===== src/rtl/servo_pos_sequencer_pkg.sv =====
// servo_pkg: shared position type, sequencer FSM states and position limits.
package servo_pkg;
  typedef logic [7:0] pos_t;
  typedef enum logic [1:0] {IDLE, SLEW, DWELL} seq_state_e;
  localparam pos_t POS_MIN = 8'd0;
  localparam pos_t POS_MAX = 8'd255;
endpackage


===== src/rtl/servo_pos_sequencer_if.sv =====
// servo_pos_sequencer_if: command handshake plus position/status outputs of the sequencer.
interface servo_pos_sequencer_if #(
  parameter int DEPTH = 4
) ();
  import servo_pkg::*;
  logic cmd_valid;
  logic cmd_ready;
  logic busy;
  pos_t cmd_pos;
  pos_t pos;
  logic [$clog2(DEPTH):0] level;
  modport master (output cmd_valid, cmd_pos, input cmd_ready, pos, busy, level);
  modport slave (input cmd_valid, cmd_pos, output cmd_ready, pos, busy, level);
endinterface


===== src/rtl/servo_cmd_fifo.sv =====
// servo_cmd_fifo: DEPTH-entry target FIFO; simultaneous push and pop keep level unchanged.
module servo_cmd_fifo
  import servo_pkg::*;
#(
  parameter int DEPTH = 4
) (
  input  logic                   clk,
  input  logic                   rstn,
  input  logic                   push,
  input  logic                   pop,
  input  pos_t                   din,
  output pos_t                   dout,
  output logic                   full,
  output logic                   empty,
  output logic [$clog2(DEPTH):0] level
);
  localparam int AW = $clog2(DEPTH);
  localparam int LW = AW + 1;
  pos_t mem_q [DEPTH];
  pos_t mem_d [DEPTH];
  logic [AW-1:0] wr_q, wr_d, rd_q, rd_d;
  logic [LW-1:0] level_q, level_d;
  always_comb begin
    mem_d = mem_q;
    if (push) mem_d[wr_q] = din;
    wr_d = wr_q + AW'(push);
    rd_d = rd_q + AW'(pop);
    level_d = level_q + LW'(push) - LW'(pop);
  end
  always_ff @(posedge clk or negedge rstn)
    if (!rstn) begin
      mem_q <= '{default: '0};
      wr_q <= '0;
      rd_q <= '0;
      level_q <= '0;
    end else begin
      mem_q <= mem_d;
      wr_q <= wr_d;
      rd_q <= rd_d;
      level_q <= level_d;
    end
  assign dout = mem_q[rd_q];
  assign full = level_q == LW'(DEPTH);
  assign empty = level_q == '0;
  assign level = level_q;
endmodule


===== src/rtl/servo_pos_sequencer.sv =====
// servo_pos_sequencer: queues target positions and slews pos toward each by STEP per tick.
// Define SERVO_SEQ_DWELL_EN to hold each reached target for DWELL_TICKS ticks.
module servo_pos_sequencer
  import servo_pkg::*;
#(
  parameter int   TICK_DIV    = 4096,
  parameter int   STEP        = 4,
  parameter int   DEPTH       = 4,
  parameter pos_t RESET_POS   = 8'd128,
  parameter int   DWELL_TICKS = 8
) (
  input logic                  clk,
  input logic                  rstn,
  servo_pos_sequencer_if.slave bus
);
  localparam int CW = $clog2(TICK_DIV);
  localparam int LW = $clog2(DEPTH) + 1;
  if (TICK_DIV < 2 || STEP < 1 || STEP > 255 || DEPTH < 2 || (DEPTH & (DEPTH - 1)) != 0 || DWELL_TICKS < 0) begin : g_bad_param
    $error("servo_pos_sequencer: illegal parameter set");
  end
  logic [CW-1:0] cnt_q, cnt_d;
  seq_state_e state_q, state_d;
  pos_t pos_q, pos_d, tgt_q, tgt_d, head, next_pos;
  logic tick, push, pop, full, empty, hit;
  logic [8:0] diff;
  logic [LW-1:0] level;
`ifdef SERVO_SEQ_DWELL_EN
  localparam int DW = $clog2(DWELL_TICKS + 2);
  logic [DW-1:0] dwell_q, dwell_d;
`endif
  servo_cmd_fifo #(.DEPTH(DEPTH)) u_fifo (
    .clk(clk), .rstn(rstn), .push(push), .pop(pop), .din(bus.cmd_pos),
    .dout(head), .full(full), .empty(empty), .level(level)
  );
  assign tick = cnt_q == CW'(TICK_DIV - 1);
  assign push = bus.cmd_valid & ~full;
  assign diff = (tgt_q >= pos_q) ? {1'b0, tgt_q} - {1'b0, pos_q} : {1'b0, pos_q} - {1'b0, tgt_q};
  assign hit = diff <= 9'(STEP);
  // The final step lands exactly on the target, so pos can never wrap.
  assign next_pos = hit ? tgt_q : (tgt_q > pos_q ? pos_q + 8'(STEP) : pos_q - 8'(STEP));
  always_comb begin
    cnt_d = tick ? '0 : cnt_q + CW'(1);
    state_d = state_q;
    pos_d = pos_q;
    tgt_d = tgt_q;
    pop = 1'b0;
`ifdef SERVO_SEQ_DWELL_EN
    dwell_d = dwell_q;
`endif
    unique case (state_q)
      IDLE: if (!empty) begin
        pop = 1'b1;
        tgt_d = head;
        state_d = SLEW;
      end
      SLEW: if (tick) begin
        pos_d = next_pos;
`ifdef SERVO_SEQ_DWELL_EN
        dwell_d = '0;
        state_d = hit ? DWELL : SLEW;
`else
        state_d = hit ? IDLE : SLEW;
`endif
      end
`ifdef SERVO_SEQ_DWELL_EN
      DWELL: if (tick) begin
        dwell_d = dwell_q + DW'(1);
        state_d = (dwell_d == DW'(DWELL_TICKS)) ? IDLE : DWELL;
      end
`endif
      default: state_d = IDLE;
    endcase
  end
  always_ff @(posedge clk or negedge rstn)
    if (!rstn) begin
      cnt_q <= '0;
      state_q <= IDLE;
      pos_q <= RESET_POS;
      tgt_q <= RESET_POS;
    end else begin
      cnt_q <= cnt_d;
      state_q <= state_d;
      pos_q <= pos_d;
      tgt_q <= tgt_d;
    end
`ifdef SERVO_SEQ_DWELL_EN
  always_ff @(posedge clk or negedge rstn)
    if (!rstn) dwell_q <= '0;
    else dwell_q <= dwell_d;
`endif
  assign bus.pos = pos_q;
  assign bus.cmd_ready = ~full;
  assign bus.busy = (state_q != IDLE) | ~empty;
  assign bus.level = level;
endmodule


===== src/flat_wrapper.sv =====
// flat-port wrapper written by rule: the top's interface ports become plain ports
module servo_pos_sequencer_flat import servo_pkg::*;
#(
  parameter int   TICK_DIV    = 4096,
  parameter int   STEP        = 4,
  parameter int   DEPTH       = 4,
  parameter pos_t RESET_POS   = 8'd128,
  parameter int   DWELL_TICKS = 8
)
  (clk, rstn, bus_cmd_valid, bus_cmd_pos, bus_cmd_ready, bus_pos, bus_busy, bus_level);
  servo_pos_sequencer_if #(.DEPTH(DEPTH)) bus_i ();
  input logic clk;
  input logic rstn;
  input wire logic [$bits(bus_i.cmd_valid)-1:0] bus_cmd_valid;
  input wire logic [$bits(bus_i.cmd_pos)-1:0] bus_cmd_pos;
  output wire logic [$bits(bus_i.cmd_ready)-1:0] bus_cmd_ready;
  output wire logic [$bits(bus_i.pos)-1:0] bus_pos;
  output wire logic [$bits(bus_i.busy)-1:0] bus_busy;
  output wire logic [$bits(bus_i.level)-1:0] bus_level;
  assign bus_i.cmd_valid = bus_cmd_valid;
  assign bus_i.cmd_pos = bus_cmd_pos;
  assign bus_cmd_ready = bus_i.cmd_ready;
  assign bus_pos = bus_i.pos;
  assign bus_busy = bus_i.busy;
  assign bus_level = bus_i.level;
  servo_pos_sequencer #(.TICK_DIV(TICK_DIV), .STEP(STEP), .DEPTH(DEPTH), .RESET_POS(RESET_POS), .DWELL_TICKS(DWELL_TICKS)) u_core (.clk(clk), .rstn(rstn), .bus(bus_i));
endmodule

===== config.mk =====
export PLATFORM = sky130hd
export DESIGN_NAME = servo_pos_sequencer_flat
export DESIGN_NICKNAME = d
export VERILOG_FILES = /design/src/rtl/servo_pos_sequencer_pkg.sv /design/src/rtl/servo_pos_sequencer_if.sv /design/src/rtl/servo_cmd_fifo.sv /design/src/rtl/servo_pos_sequencer.sv /design/src/flat_wrapper.sv
export SDC_FILE = /design/constraint.sdc
export NUM_CORES = 1
export LEC_CHECK = 0
export ABC_AREA = 1
export CORE_ASPECT_RATIO = 1.25
export CORE_UTILIZATION = 35
export DETAILED_ROUTE_END_ITERATION = 10
export GPL_TIMING_DRIVEN = 0
export RECOVER_POWER = 25
export SLEW_MARGIN = 40
export SYNTH_ARGS = -nofsm -noshare
export SYNTH_HDL_FRONTEND = slang
export SYNTH_SLANG_ARGS = --single-unit

===== constraint.sdc =====
create_clock -name clk -period 4.09 [get_ports clk]
set_input_delay 0.409 -clock clk [delete_from_list [all_inputs] [get_ports clk]]
set_output_delay 0.409 -clock clk [all_outputs]
set_load 0.02 [all_outputs]

==> results of run 1 <==
==> synth_stat cells (6+ instances only) <==
cell type,instances,area (sq um)
nand3_1,41,205
dfrtp_1,66,1650
nand4_1,14,87.6
ha_1,25,313
xnor2_1,6,52.6
xor2_1,13,114
a21oi_1,11,55.1
o21ai_0,50,250
nand2_1,145,544
inv_1,76,285
nor2_1,47,176
clkbuf_1,10,37.5
o32ai_1,8,70.1
==> registers in the layout, summed over array words and instances, names as in the netlist <==
signal and flops:
u_core.bus.pos 8, u_core.cnt_q 12, u_core.state_q 1, u_core.tgt_q 8, u_core.u_fifo.level 3, u_core.u_fifo.mem_q 32
u_core.u_fifo.rd_q 2, u_core.u_fifo.wr_q 2
==> per-layer routing <==
metal | up-vias | track usage | part of all wire
li1 | 1815 | - | -
met1 | 1687 | 0.202 | 0.42
met2 | 84 | 0.321 | 0.51
met3 | 21 | 0.0208 | 0.038
met4 | 0 | 0.0947 | 0.032
met5 | - | 0 | 0
==> worst max-delay path, delay by kind of cell, from the launching register on <==
kind	cells	cell delay [ns]
AOI/OAI and AO/OA	3	0.41
DFF	1	0.52
adders and majority gates	2	0.69
buffers and inverters	2	0.26
and+or+nand+nor	11	1.30
==> kinds of logic after synthesis <==
group,Yosys count
XOR/XNOR,19
AO/OA/AOI/OAI,75
AND/OR/NAND/NOR,260
adder cells (fa/ha/maj),29
buffers and inverters,92
flip-flops,68
==> cells in the final DEF (no fill, tap or decap), drive strengths merged, types with 2 or more instances in the layout <==
cell / instances
dfstp: 2
xnor2: 6
buf: 2
o21ai: 53
clkinv: 2
xor2: 13
nand4: 15
nand2: 145
a21oi: 11
fa: 4
clkbuf: 23
nor2: 53
o32ai: 8
clkdlybuf4s50: 22
bufinv: 3
nand3: 42
dfrtp: 66
inv: 80
ha: 25
==> repair_timing <==
action                                 CTS  global route
setup buffers                            0             0
endpoints found under the hold margin   20             0
setup endpoints to repair                0             0
resized for setup                        0             0
hold buffers                             1             0
==> power groups by stage <==
stage          Clock [mW]  Sequential, mW  Combinational (mW)
2_1_floorplan           0           0.955               0.289
3_3_place_gp            0           0.954               0.434
3_5_place_dp            0           0.962               0.456
4_1_cts             0.913           0.952               0.462
5_1_grt             0.935           0.976               0.530
6_report            0.898           0.953               0.454
==> layout make-up <==
| type | instances | area share |
|---|---|---|
| well taps | 138 | 0.0350 |
| multi-input cells | 383 | 0.425 |
| repair buffers | 25 | 0.0530 |
| inverters | 81 | 0.0616 |
| clock inverters | 4 | 0.0193 |
| clock buffers | 12 | 0.0520 |
| flip-flops and latches | 68 | 0.345 |
| plain buffers | 11 | 0.00862 |
==> worst max path at each step <==
stage	from	to	slack, ns	depth (start not counted)
final	u_core.bus.pos[3]	u_core.bus.pos[7]	0.84	18
after global routing	u_core.bus.pos[3]	u_core.bus.pos[7]	0.58	18
after CTS	u_core.bus.pos[7]	u_core.bus.pos[7]	0.82	17
after detailed placement	u_core.bus.pos[7]	u_core.bus.pos[7]	0.84	17
after global placement	rstn	u_core.bus.pos[6]	0.37	1
after floorplan	u_core.bus.pos[7]	u_core.bus.pos[7]	1.18	17
==> metrics.csv, run 1 <==
stage;metric;value;unit
clock_network;cts-buffers-inserted;9;
die;fp.dieW;99.4;microns
finish;final_area;0.00493;sq mm
min_path;hold_end;u_core.cnt_q[4];
route;antenna_left;0;
yosys;synth-main-ff-cell;dfrtp_1;
global_routing;grt_pass1_vias;3605;
global_routing;grt_usage;0.176;
pwr;seqPwrFrac;0.413;
sta;holdWs;0.472;ns
critical_path;critical_path.max_fanout;7;
yosys;async_reset_ff_frac;1.00;
die;die_area;0.0123;sq mm
route;dr.first_iter.drc_count;155;
yosys;synth_compound_area_frac;0.0992;
yosys;synth_top_family_by_area;simple AND/OR/NAND/NOR gates;
route;routedWlPerCell;13.8;microns
die;die_y;124;microns
sta;finalHoldViolCount;0;
min_path;hold_path_depth;1;
route;drc;1;
global_routing;antenna_found_initial;0;
die;initial_core_util;0.359;
place;placed_cells;705;
pwr;p_total;2.31;mW
critical_path;worst_r2r_path_depth;18;
clock_network;clk_path_buf_depth;2;
place;finalWeightedCongestion;0.887;
critical_path;worst_ep_required_time;4.34;ns
die;rows;44;
route;wl;9940;microns
sta;skew;0.00764;ns
clock_network;clk_latency;0.33;ns
sta;drv_slew;0;
min_path;min_from;u_core.cnt_q[4];
sta;rsz0062_at_grt;no;
sta;fin_crit_sh;0.794;
clock_network;clk_pin_slew;0.05;ns
finish;antenna_cells;0;
die;design.core.area;0.0116;sq mm
critical_path;path_class;reg -> reg;
finish;n_fill_cell;1179;
sta;relSlewSlack;0.174;
yosys;synth-adder-area-share;0.0947;
clock_network;h-tree-depth;3;
yosys;synth-xor-area-share;0.0401;
critical_path;slowest_delay;0.52;ns
place;pre_cts_slack;0.842;ns
run_status;violations;design-rule violations;
yosys;synth-simple-area-share;0.271;
pwr;comb_power_share;0.197;
global_routing;overflow;0;
clock_network;clkSinkCount;68;
critical_path;worst_ep_arrival_time;3.50;ns
run;drv_cap;0;
yosys;synthDistinctLibCells;31;
yosys;syn-num-nets;583;
critical_path;crit_chain;inv_1, ha_1, buf_2, nand2_1, nor2_1, nand3_1, nand3_1, nand2_1, ha_1, a21oi_1, and2_1, o21ai_0, a21oi_1, nand2_1, nand2_1, nor2_1, nand2_1, nand3_1;
global_routing;grt_start_max_net_pins;49;
clock_network;root_buffer;clkbuf_16;
critical_path;cp-end-kind;register;
pwr;leakage;2.52;nW
critical_path;rrSetupSlack;0.84;ns
sta;worst_pin_slew;1.24;ns
finish;fin_util;0.427;
run_status;status;finished, violations left;
yosys;ys_warn_count;0;
place;dpl_cell_area;0.00458;sq mm
yosys;synthesis.area;0.00415;sq mm
critical_path;timing.critical_path.mode_cell;nand2_1;
global_routing;grt_pass1_wl;16700;microns
finish;multiInputGateArea;0.00210;sq mm
place;hpwlAfterDp;7470;microns
yosys;syn_avg_cell_area;7.64;sq um
min_path;hold_class;reg -> reg;
yosys;muxShareOfSynthArea;0;
sta;setup_viol;0;
pwr;power.switching;640;uW
yosys;synth_cells;543;
finish;register_area;0.00170;sq mm
route;first_pass_iters;8;
route;vias_per_cell;5.00;
critical_path;r2r-start;u_core.bus.pos[3];
pwr;power_density;467;mW/mm^2
pwr;switching_share;0.278;
critical_path;regToRegEndpoint;u_core.bus.pos[7];
sta;max_freq;308;MHz
route;vias;3607;
clock_network;cts_tree;yes;
pwr;clockPowerShare;0.390;
sta;fin_setup_tns;0;ns
finish;drive_above_1_share;0.0548;
finish;layout.nets;619;
finish;area_delta_synth_final;18.9;%
yosys;ys_ff_latch;68;
critical_path;crit_slowest_cell;dfrtp_1;
critical_path;start_kind;register;
sta;finalWorstSetupSlack;0.842;ns
place;io_buffer_count;23;
yosys;synth-edff-count;0;
finish;final_cells;722;
pwr;p_int;1.67;mW
die;io_pins;24;
pwr;ir_drop;407;uV
yosys;yosysSeqAreaShare;0.411;
sta;min_period;3.25;ns
(Power assumes the default switching activity.)
==> inputs of run 2 (changes only) <==
clock period = 3.2 ns   (was 4.09 ns; I/O delays follow)
==> run 2 against run 1 <==
  * The run still ends with design-rule violations left
  * Clock skew about the same
  * Critical path depth unchanged
  * Cell count unchanged
  * Clock power increased by 28%
  * Combinational power increased by 27%
  * Total power increased by 28%
  * Clock-buffer cell count unchanged
  * Largest cell class unchanged
==> metrics.csv, run 2 (same netlist as run 1, synthesis figures left out) <==
stage;metric;value;unit
sta;fin_crit_sh;0.926;
pwr;power_density;595;mW/mm^2
critical_path;crit_family;simple AND/OR/NAND/NOR gates;
finish;final_cells;722;
sta;holdWs;0.471;ns
sta;relSlewSlack;0.197;
pwr;ir_drop;521;uV
global_routing;grt_pass1_vias;3604;
pwr;p_total;2.95;mW
run_status;violations;design-rule violations;
min_path;hold_end;u_core.cnt_q[4];
min_path;hold_class;reg -> reg;
pwr;leakage;2.51;nW
finish;top_register;u_core.u_fifo.mem_q;
place;pre_cts_slack;-0.0481;ns
die;rows;44;
sta;min_period;2.96;ns
finish;fin_util;0.428;
die;fp.dieW;99.4;microns
sta;finalWorstSetupSlack;0.237;ns
critical_path;rrSetupSlack;0.24;ns
finish;n_fill_cell;1183;
critical_path;start_kind;register;
critical_path;worst_r2r_path_depth;18;
critical_path;path_class;reg -> reg;
route;drc;1;
place;io_buffer_count;23;
die;die_area;0.0123;sq mm
clock_network;clkSinkCount;68;
clock_network;cts_tree;yes;
critical_path;crit_buf_inv;2;
clock_network;clk_latency;0.33;ns
global_routing;antenna_found_initial;0;
finish;largestRegisters;u_core.u_fifo.mem_q: 32 flops, u_core.cnt_q: 12 flops;
finish;largest_reg_flops;32;
sta;worst_pin_slew;1.20;ns
clock_network;h-tree-depth;3;
clock_network;root_buffer;clkbuf_16;
clock_network;cts_setup_buffers;0;
sta;max_freq;338;MHz
sta;fin_setup_tns;0;ns
min_path;hold_path_depth;1;
critical_path;r2r-start;u_core.bus.pos[3];
critical_path;critical_path.max_fanout;7;
place;hpwlAfterDp;7470;microns
finish;final_area;0.00495;sq mm
finish;antenna_cells;0;
sta;drv_slew;0;
global_routing;grt_start_max_net_pins;49;
critical_path;crit_chain;inv_1, ha_1, buf_2, nand2_1, nor2_1, nand3_1, nand3_1, nand2_4, ha_4, nand3_1, and2_1, o21ai_0, a21oi_1, nand2_1, nand2_1, nor2_1, nand2_1, nand3_1;
route;vias_per_cell;5.02;
route;dr.first_iter.drc_count;160;
clock_network;cts-buffers-inserted;9;
clock_network;clk_path_buf_depth;2;
global_routing;grt_usage;0.176;
critical_path;regToRegEndpoint;u_core.bus.pos[7];
critical_path;worst_ep_arrival_time;3.23;ns
sta;setup_viol;0;
place;dpl_cell_area;0.00458;sq mm
critical_path;cp-end-kind;register;
finish;layout.nets;619;
sta;finalHoldViolCount;0;
finish;area_delta_synth_final;19.3;%
finish;final_cell_mix;144 x nand2_1, 76 x inv_1, 62 x dfrtp_1;
die;die_y;124;microns
route;first_pass_iters;7;
global_routing;grt_pass1_wl;16700;microns
finish;final_common_cell;nand2_1;
run;drv_cap;0;
die;design.core.area;0.0116;sq mm
critical_path;path_depth;18;
critical_path;critical_path.startpoint;u_core.bus.pos[3];
critical_path;crit_slowest_cell;dfrtp_2;
route;antenna_left;0;
place;finalWeightedCongestion;0.887;
critical_path;slowest_delay;0.46;ns
route;routedWlPerCell;13.8;microns
critical_path;worst_ep_required_time;3.47;ns
clock_network;clk_pin_slew;0.05;ns
die;io_pins;24;
run_status;status;finished, violations left;
global_routing;overflow;0;
finish;drive_above_1_share;0.0719;
min_path;min_from;u_core.cnt_q[4];
route;vias;3621;
place;placed_cells;705;
sta;skew;0.00756;ns
die;initial_core_util;0.359;
route;wl;9990;microns
run 2: cell count changes in the layout (fill, tap and decap cells not counted), sizes merged:
cell    delta
buf        -1
clkbuf     +1
run 2: layer usage:
metal | vias up | GRT usage | share of wire | wire length, microns
met4 | 0 | 0.0947 | 0.028 | 284
met2 | 84 | 0.321 | 0.51 | 5140
met3 | 19 | 0.0208 | 0.029 | 287
met1 | 1705 | 0.202 | 0.43 | 4280
li1 | 1813 | - | - | -
met5 | - | 0 | 0 | 0
run 2: layout make-up:
class                           count  area, sq um  share of cell area
Buffer                             11         42.5             0.00860
Clock buffer                       12          256              0.0518
Clock inverter                      4         95.1              0.0192
Inverter                           81          304              0.0614
Multi-Input combinational cell    383         2130               0.430
Sequential cell                    68         1710               0.345
Tap cell                          138          173              0.0349
Timing Repair Buffer               25          239              0.0483
run 2: what timing repair did:
| action | CTS | global route |
|---|---|---|
| endpoints found under the setup margin | 1 | 2 |
| hold buffers | 1 | 0 |
| gates resized for setup | 2 | 9 |
| endpoints found under the hold margin | 20 | 0 |
| gates cloned | 0 | 0 |
run 2: how the worst max path moves through the flow:
| stage | to | slack, ns |
|---|---|---|
| 2_1_floorplan | u_core.bus.pos[7] | 0.29 |
| 3_3_place_gp | u_core.bus.pos[6] | -0.43 |
| 3_5_place_dp | u_core.bus.pos[7] | -0.05 |
| 4_1_cts | u_core.bus.pos[7] | 0.09 |
| 5_1_grt | u_core.bus.pos[7] | -0.006 |
| 6_report | u_core.bus.pos[7] | 0.24 |
run 2: where the power goes:
| group | leakage, nW | internal (mW) | switching (mW) | total [mW] |
|---|---|---|---|---|
| sequential | 0.854 | 1.08 | 0.135 | 1.22 |
| combinational | 1.48 | 0.240 | 0.336 | 0.576 |
| clock | 0.173 | 0.802 | 0.348 | 1.15 |
==> inputs of run 3 (changes only) <==
SLEW_MARGIN = 20   (was 40)
==> run 3 against run 2 <==
  * The run still ends with design-rule violations left
  * Sequential share of layout area is essentially flat
  * Sequential power hardly changed
  * Global-route usage is 0.20 points lower
  * Clock power hardly changed
  * Total power down 0.18%
  * First-iteration DRC count shrank 11%
  * Critical path type unchanged
==> metrics.csv, run 3 (same netlist as run 1, synthesis figures left out) <==
stage;metric;value;unit
die;io_pins;24;
route;first_pass_iters;7;
clock_network;h-tree-depth;3;
pwr;p_total;2.94;mW
critical_path;rrSetupSlack;0.25;ns
clock_network;clk_path_buf_depth;2;
critical_path;worst_ep_arrival_time;3.22;ns
sta;max_freq;339;MHz
finish;final_cell_mix;144 x nand2_1, 76 x inv_1, 62 x dfrtp_1;
pwr;clockPowerShare;0.392;
pwr;p_int;2.13;mW
finish;final_common_cell;nand2_1;
die;die_y;124;microns
global_routing;overflow;0;
route;vias;3602;
place;placed_cells;705;
sta;skew;0.00834;ns
die;design.core.area;0.0116;sq mm
global_routing;grt_pass1_wl;16400;microns
sta;min_period;2.95;ns
route;vias_per_cell;4.99;
finish;top_register;u_core.u_fifo.mem_q;
critical_path;cp-end-kind;register;
sta;relSlewSlack;0.216;
sta;worst_pin_slew;1.18;ns
pwr;comb_power_share;0.195;
finish;layout.nets;619;
run;drv_cap;0;
die;initial_core_util;0.359;
clock_network;clkSinkCount;68;
die;fp.dieW;99.4;microns
global_routing;antenna_found_initial;0;
sta;setup_viol;0;
pwr;seqPwrFrac;0.414;
die;die_area;0.0123;sq mm
place;finalWeightedCongestion;0.887;
place;hpwlAfterDp;7470;microns
place;io_buffer_count;23;
critical_path;path_class;reg -> reg;
min_path;hold_class;reg -> reg;
critical_path;worst_ep_required_time;3.47;ns
clock_network;cts-buffers-inserted;9;
route;wl;9860;microns
sta;finalHoldViolCount;0;
pwr;leakage;2.51;nW
route;dr.first_iter.drc_count;143;
global_routing;grt_pass1_vias;3581;
run_status;violations;design-rule violations;
run_status;status;finished, violations left;
sta;rsz0062_at_grt;no;
clock_network;clk_latency;0.33;ns
critical_path;start_kind;register;
clock_network;clk_pin_slew;0.05;ns
finish;area_delta_synth_final;19.4;%
sta;drv_slew;0;
finish;antenna_cells;0;
route;routedWlPerCell;13.7;microns
clock_network;root_buffer;clkbuf_16;
pwr;switching_share;0.277;
finish;drive_above_1_share;0.0736;
global_routing;grt_usage;0.174;
finish;largestRegisters;u_core.u_fifo.mem_q: 32 flops, u_core.cnt_q: 12 flops;
pwr;power_density;594;mW/mm^2
finish;largest_reg_flops;32;
route;drc;1;
critical_path;critical_path.max_fanout;7;
clock_network;cts_tree;yes;
route;antenna_left;0;
sta;fin_crit_sh;0.921;
global_routing;grt_start_max_net_pins;49;
pwr;ir_drop;361;uV
die;rows;44;
finish;final_cells;722;
pwr;power.switching;814;uW
[run 3: critical path: stages, from the launching register on]
cell     delay, ns
dfrtp_2       0.47
inv_1         0.07
ha_1          0.27
buf_2         0.18
nand2_1       0.14
nor2_1        0.16
nand3_1       0.18
nand3_2       0.16
nand2_4       0.10
ha_4          0.31
nand3_1       0.07
and2_1        0.18
o21ai_0       0.15
a21oi_1       0.10
nand2_1       0.07
nand2_1       0.04
nor2_1        0.08
nand2_1       0.05
nand3_1       0.09
[run 3: final cells by class]
| cell class | count | area, sq um |
|---|---|---|
| plain buffers | 11 | 42.5 |
| inverters | 81 | 304 |
| multi-input cells | 383 | 2130 |
| flip-flops and latches | 68 | 1710 |
| fillers | 1181 | 6610 |
| clock buffers | 12 | 256 |
| clock inverters | 4 | 95.1 |
| repair buffers | 25 | 239 |
| well taps | 138 | 173 |
[run 3: stage by stage]
| stage | hold WS [ns] | area [sq um] | util | setup TNS [ns] | worst slack (ns) |
|---|---|---|---|---|---|
| after floorplan | 0.0244 | 4150 | - | 0 | 0.287 |
| after global placement | 0.462 | 4550 | 0.394 | -27.99 | -0.430 |
| after detailed placement | 0.232 | 4580 | 0.396 | -0.0882 | -0.0882 |
| after CTS | 0.415 | 4950 | 0.428 | 0 | 0.0634 |
| after global routing | 0.499 | 4950 | 0.428 | 0 | 0.00368 |
| final | 0.476 | 4950 | 0.428 | 0 | 0.252 |
[run 3: power by group through the flow]
stage               clock, mW  combinational [mW]  sequential (mW)
CTS                      1.17               0.584             1.22
detailed placement          0               0.580             1.23
finish                   1.15               0.572             1.22
global placement            0               0.555             1.22
floorplan                   0               0.369             1.22
global route             1.20               0.667             1.25
[run 3: repair_timing]
item | CTS | global route
endpoints found under the setup margin | 1 | 2
gates resized for setup | 2 | 10
pin swaps | 0 | 0
buffers inserted | 0 | 0
hold buffers | 1 | 0
endpoints found under the hold margin | 20 | 0
[run 3: final timing paths]
kind,start,to,cells after the start
max,u_core.bus.pos[3],u_core.bus.pos[7],18
min,u_core.cnt_q[4],u_core.cnt_q[4],1
max reg2reg,u_core.bus.pos[3],u_core.bus.pos[7],18
min reg2reg,u_core.cnt_q[4],u_core.cnt_q[4],1
max in group asynchronous,rstn,u_core.bus.pos[2],3
min in group asynchronous,rstn,u_core.u_fifo.mem_q[0],2
[run 3: routing by layer]
metal  wire, microns  up-vias  GRT usage
met5               0        -          0
met4             260        0     0.0855
met3             343       19     0.0325
met2            5050       71      0.317
met1            4200     1698      0.196
li1                -     1814          -
